File: src/rtl/mem_programa_param.sv
// Parametrised program memory for the accumulator CPU.
// Registered fetch port with valid/ready, run-time load port, self-clear after reset.
module mem_programa_param #(
  parameter int DATA_W = 8,
  parameter int ADDR_W = 8,
  parameter int DEPTH  = 256,
  parameter logic [DATA_W-1:0] FILL_WORD = '0
) (
  input  logic              clk,
  input  logic              rst_n,
  input  logic              modo_carga,
  input  logic              carga_we,
  input  logic [ADDR_W-1:0] carga_endereco,
  input  logic [DATA_W-1:0] carga_dado,
  input  logic              ler_req,
  input  logic [ADDR_W-1:0] ler_endereco,
  input  logic              cpu_pronto,
  output logic [DATA_W-1:0] instrucao_out,
  output logic              instrucao_valida,
  output logic              ler_aceito,
  output logic              ocupado,
  output logic              erro_endereco,
  output logic [ADDR_W:0]   palavras_carregadas,
  output logic [DATA_W-1:0] checksum
);

  localparam int IDX_W = (DEPTH > 1) ? $clog2(DEPTH) : 1;
  localparam logic [ADDR_W:0] DEPTH_L = (ADDR_W+1)'(DEPTH);
  localparam logic [ADDR_W-1:0] LAST_L = ADDR_W'(DEPTH-1);

  typedef enum logic [1:0] {
    LIMPA,
    PRONTO,
    CARGA
  } state_t;

  state_t state_q, state_d;

  logic [ADDR_W-1:0] ptr_q, ptr_d;
  logic [DATA_W-1:0] instr_q, instr_d;
  logic              valid_q, valid_d;
  logic              err_q, err_d;
  logic [ADDR_W:0]   cnt_q, cnt_d;
  logic [DATA_W-1:0] sum_q, sum_d;

  logic [DATA_W-1:0] mem_q [DEPTH];

  logic              rd_oor;
  logic              wr_oor;
  logic [DATA_W-1:0] rd_word;
  logic              wr_en;
  logic [IDX_W-1:0]  wr_addr;
  logic [DATA_W-1:0] wr_data;

  assign rd_oor  = {1'b0, ler_endereco} >= DEPTH_L;
  assign wr_oor  = {1'b0, carga_endereco} >= DEPTH_L;
  assign rd_word = mem_q[ler_endereco[IDX_W-1:0]];

  // Next-state, fetch handshake, load accounting and memory write port mux.
  always_comb begin
    state_d    = state_q;
    ptr_d      = ptr_q;
    instr_d    = instr_q;
    valid_d    = valid_q;
    err_d      = 1'b0;
    cnt_d      = cnt_q;
    sum_d      = sum_q;
    wr_en      = 1'b0;
    wr_addr    = ptr_q[IDX_W-1:0];
    wr_data    = FILL_WORD;
    ler_aceito = 1'b0;
    unique case (state_q)
      LIMPA: begin
        wr_en = 1'b1;
        if (ptr_q == LAST_L) begin
          state_d = PRONTO;
          ptr_d   = '0;
        end else begin
          ptr_d = ptr_q + 1'b1;
        end
      end
      PRONTO: begin
        ler_aceito = ler_req && (!valid_q || cpu_pronto);
        if (ler_aceito) begin
          valid_d = 1'b1;
          if (rd_oor) begin
            instr_d = FILL_WORD;
            err_d   = 1'b1;
          end else begin
            instr_d = rd_word;
          end
        end else if (valid_q && cpu_pronto) begin
          valid_d = 1'b0;
        end
        if (modo_carga) begin
          state_d = CARGA;
          cnt_d   = '0;
          sum_d   = '0;
        end
      end
      CARGA: begin
        valid_d = 1'b0;
        if (carga_we) begin
          if (wr_oor) begin
            err_d = 1'b1;
          end else begin
            wr_en   = 1'b1;
            wr_addr = carga_endereco[IDX_W-1:0];
            wr_data = carga_dado;
            sum_d   = sum_q + carga_dado;
            if (cnt_q != DEPTH_L) begin
              cnt_d = cnt_q + 1'b1;
            end
          end
        end
        if (!modo_carga) begin
          state_d = PRONTO;
        end
      end
      default: begin
        state_d = LIMPA;
        ptr_d   = '0;
      end
    endcase
  end

  // Control and output registers; reset restarts the clear sweep.
  always_ff @(posedge clk or negedge rst_n) begin
    if (!rst_n) begin
      state_q <= LIMPA;
      ptr_q   <= '0;
      instr_q <= FILL_WORD;
      valid_q <= 1'b0;
      err_q   <= 1'b0;
      cnt_q   <= '0;
      sum_q   <= '0;
    end else begin
      state_q <= state_d;
      ptr_q   <= ptr_d;
      instr_q <= instr_d;
      valid_q <= valid_d;
      err_q   <= err_d;
      cnt_q   <= cnt_d;
      sum_q   <= sum_d;
    end
  end

  // Storage array: single write port shared by the sweep and the loader.
  always_ff @(posedge clk) begin
    if (wr_en) begin
      mem_q[wr_addr] <= wr_data;
    end
  end

  assign instrucao_out       = instr_q;
  assign instrucao_valida    = valid_q;
  assign ocupado             = (state_q == LIMPA);
  assign erro_endereco       = err_q;
  assign palavras_carregadas = cnt_q;
  assign checksum            = sum_q;

endmodule

File: config.mk
export PLATFORM = sky130hd
export DESIGN_NAME = mem_programa_param
export DESIGN_NICKNAME = d
export VERILOG_FILES = /design/src/rtl/mem_programa_param.sv
export SDC_FILE = /design/constraint.sdc
export NUM_CORES = 2
export LEC_CHECK = 0
export ABC_AREA = 1
export CORE_ASPECT_RATIO = 1.5
export CORE_UTILIZATION = 55
export DETAILED_ROUTE_END_ITERATION = 7
export DONT_BUFFER_PORTS = 1
export HOLD_SLACK_MARGIN = 0.05
export PLACE_DENSITY = 0.78
export SLEW_MARGIN = 25
export SYNTH_ARGS = -nofsm -noshare
export SYNTH_HDL_FRONTEND = slang
export SYNTH_SLANG_ARGS = --single-unit
File: constraint.sdc
create_clock -name clk -period 23.4 [get_ports clk]
set_clock_uncertainty 0.05 [all_clocks]
set_input_delay 1.17 -clock clk [delete_from_list [all_inputs] [get_ports clk]]
set_output_delay 1.17 -clock clk [all_outputs]
set_load 0.005 [all_outputs]
==> metrics <==
run status=complete, but fails checks; failing checks=DRC, slew limit; top cell type's share of synthesized area=71.8%; CP Data Required Time=24.13 ns; total CTS buffers=170; worst vdd ir=0.0832 mV; LEAKAGE=32.1 nW; Core Box Area=155000 um2; Area Overhead vs Synth=7.32%; die span in y=485 um; CP max FO=1025; flop-to-flop setup slack=18.96 ns; routability cong.=0.889; post-layout power=7.89 mW; CP max stage cell=inv_16; layout cell share with drive strength beyond 1=4.98%; GRT Residual Overflow=0; sequential element share of the synthesized area=72.9%; gr usage total=28.6%; period utilisation layout=32.5%; htree depth=4; RSZ-0062 raised after global routing=no; Worst Setup End Kind=flip-flop; Starting Density=55.3%; initial drt markers=8493; Die ar.=157000 um2; Synth Register Bits=2084; via count=56900; pin count of the biggest net entering global routing=1026; Synth Warn #=0; CTS tree=built; IO Count=59; layout net count=7041; EDFF count, synth=2048; Final ANT Viol Nets=0; top area cells in the synthesized netlist=edfxtp_1, nand3_1, nand2_1; DR pass1 iterations=8; Final Hold Viols=0; DR WL/cell=24.5 um; Cell Area, Synth=85600 um2; # port buffers=0; Setup TNS Final=0 ns; Slew @ Worst Pin=4.42 ns; final setup vio count=0; post-synth net total=7299; Critical Path Start Type=input pin; CP most frequent cell=nand3_1; first-pass GRT wire length=335000 um; leading area contributor after synthesis=edfxtp_1; Post-Route WL=225000 um; clk sinks=2084; CP delay by family, top=buffers and inverters; Reg-to-Reg End=mem_q[134][1]; Placement Cell Area=86100 um2; Slew headroom=-195%; post-synthesis cell count=7255; Worst Reg2Reg Path Length in Cells=10; # rows=177; Setup Buffers After CTS=0; DP HPWL=122000 um; FMAX=132 MHz; drt drc=8; Worst-Skew Late Latency=0.83 ns; Core Util, Final=59.4%; Most used DFF post-synth=edfxtp_1; Post-Layout Inst Area=91900 um2; pins over their slew limit=880; # Max-Cap Violations=0; Hold WC Path Type=in2async; CTS Root Cell=clkbuf_16; Reg clk slew, reported paths=0.07 ns; CP Class=in2reg; Levels on crit path=14; width of the die=324 um; CP cell instances=inv_16, buf_4, buf_4, buf_4, nand2_1, nand3_1, nand3_1, nand3_1, nand3_1, nand3_1, nand3_1, nand3_1, nand3_1, nand2_1; vias in the first global route=54800; reg2reg start=state_q[0]; PwrDens=85.9 nW/um2; worst path bufs/invs=4; Final min period=7.60 ns; unique cell type count in the Yosys netlist=38; asr flop ratio synth=1.73%; initial antenna violation count=6; post-DR vias/cell=6.19; Worst Path Arrival=8.32 ns; syn_area_per_cell=11.8 um2; CTS Buffer Depth=3; Crit path largest cell delay=1.67 ns
==> cells by family (layout without fill, tap and decap cells) <==
group | count (synthesis) | after routing | synth area share [%]
simple gates | 4534 | 4534 | 23.1
flops | 2084 | 2084 | 72.9
buf+inv | 574 | 452 | 3.45
compound gates | 46 | 46 | 0.332
fa+ha+maj | 14 | 14 | 0.213
xor+xnor | 2 | 2 | 0.0205
other cells | 1 | 5 | 0.00438
==> synthesized netlist by cell type (all sizes together), types with 10 or more instances <==
| cell type | count |
|---|---|
| a21oi | 10 |
| buf | 431 |
| clkbuf | 54 |
| dfrtp | 36 |
| edfxtp | 2048 |
| ha | 13 |
| inv | 87 |
| nand2 | 2142 |
| nand3 | 2054 |
| nor2 | 321 |
| nor3 | 10 |
| o21ai | 29 |
==> layer usage <==
layer  part of all wire [%]  track usage (%)  wire length, um  up-vias
met1                     33             34.6            75300    27300
met3                     11             6.48            24700      751
met2                     48             45.6           109000     3708
met5                  0.029                0               66        -
met4                    7.1             19.4            16100       10
li1                       -                -                -    25100
==> layout make-up <==
| type | count | area (um2) |
|---|---|---|
| Fill cell | 11500 | 62900 |
| Sequential cell | 2084 | 62400 |
| Multi-Input combinational cell | 4597 | 20300 |
| Clock buffer | 212 | 4610 |
| Tap cell | 2058 | 2570 |
| Clock inverter | 96 | 1000 |
| Timing Repair Buffer | 55 | 579 |
| Inverter | 89 | 370 |
| Antenna cell | 4 | 10.0 |
==> sequential cells by signal, summed over array words and instances, names as in the netlist <==
name,count
instrucao_valida,1
mem_q,2048
state_q,2
checksum,8
palavras_carregadas,9
ptr_q,8
instrucao_out,8
==> through the flow <==
stage,setup WS (ns),cells,hold slack [ns]
6_report,15.80,9195,0.121
5_1_grt,17.67,9192,0.139
4_1_cts,18.54,9186,0.123
3_5_place_dp,17.75,8877,0.476
3_3_place_gp,17.69,8877,0.469
2_1_floorplan,14.49,7255,0.423
==> timing repair <==
action	in CTS	in global routing
endpoints found under the setup margin	0	0
hold buffers	1	0
resized for setup	0	0
endpoints found under the hold margin	36	0
==> power by group <==
| group | leakage [nW] | switching [mW] | total [mW] | internal (mW) |
|---|---|---|---|---|
| Combinational | 10.3 | 0.547 | 0.711 | 0.164 |
| Clock | 2.73 | 1.30 | 2.92 | 1.62 |
| Sequential | 19.1 | 0.0447 | 4.26 | 4.21 |
| Total | 32.1 | 1.90 | 7.89 | 5.99 |
==> cell usage in the layout, fill, tap and decap left out, drive strengths merged <==
master	n
diode	4
o31ai	1
bufinv	20
dfrtp	36
conb	1
nor2	321
o21ai	29
nand3	2054
a21oi	10
clkinv	63
nand3b	1
clkbuf	212
edfxtp	2048
nor4	2
a31oi	1
o22ai	2
fa	1
nor3b	2
ha	13
buf	55
o21a	1
nor3	10
o41ai	1
nand2	2142
xor2	2
a41oi	1
inv	93
nand4	2
clkinvlp	9
==> worst max path at each step <==
stage | start | to | slack, ns
finish | ler_endereco[0] | instrucao_out[4] | 15.80
global route | ler_endereco[0] | instrucao_out[4] | 17.67
CTS | ler_endereco[0] | instrucao_out[4] | 18.54
detailed placement | ler_endereco[0] | instrucao_out[4] | 17.75
global placement | ler_endereco[0] | instrucao_out[4] | 17.69
floorplan | carga_we | mem_q[0][0] | 14.49
Note: power is estimated with default switching activity, not from simulation.
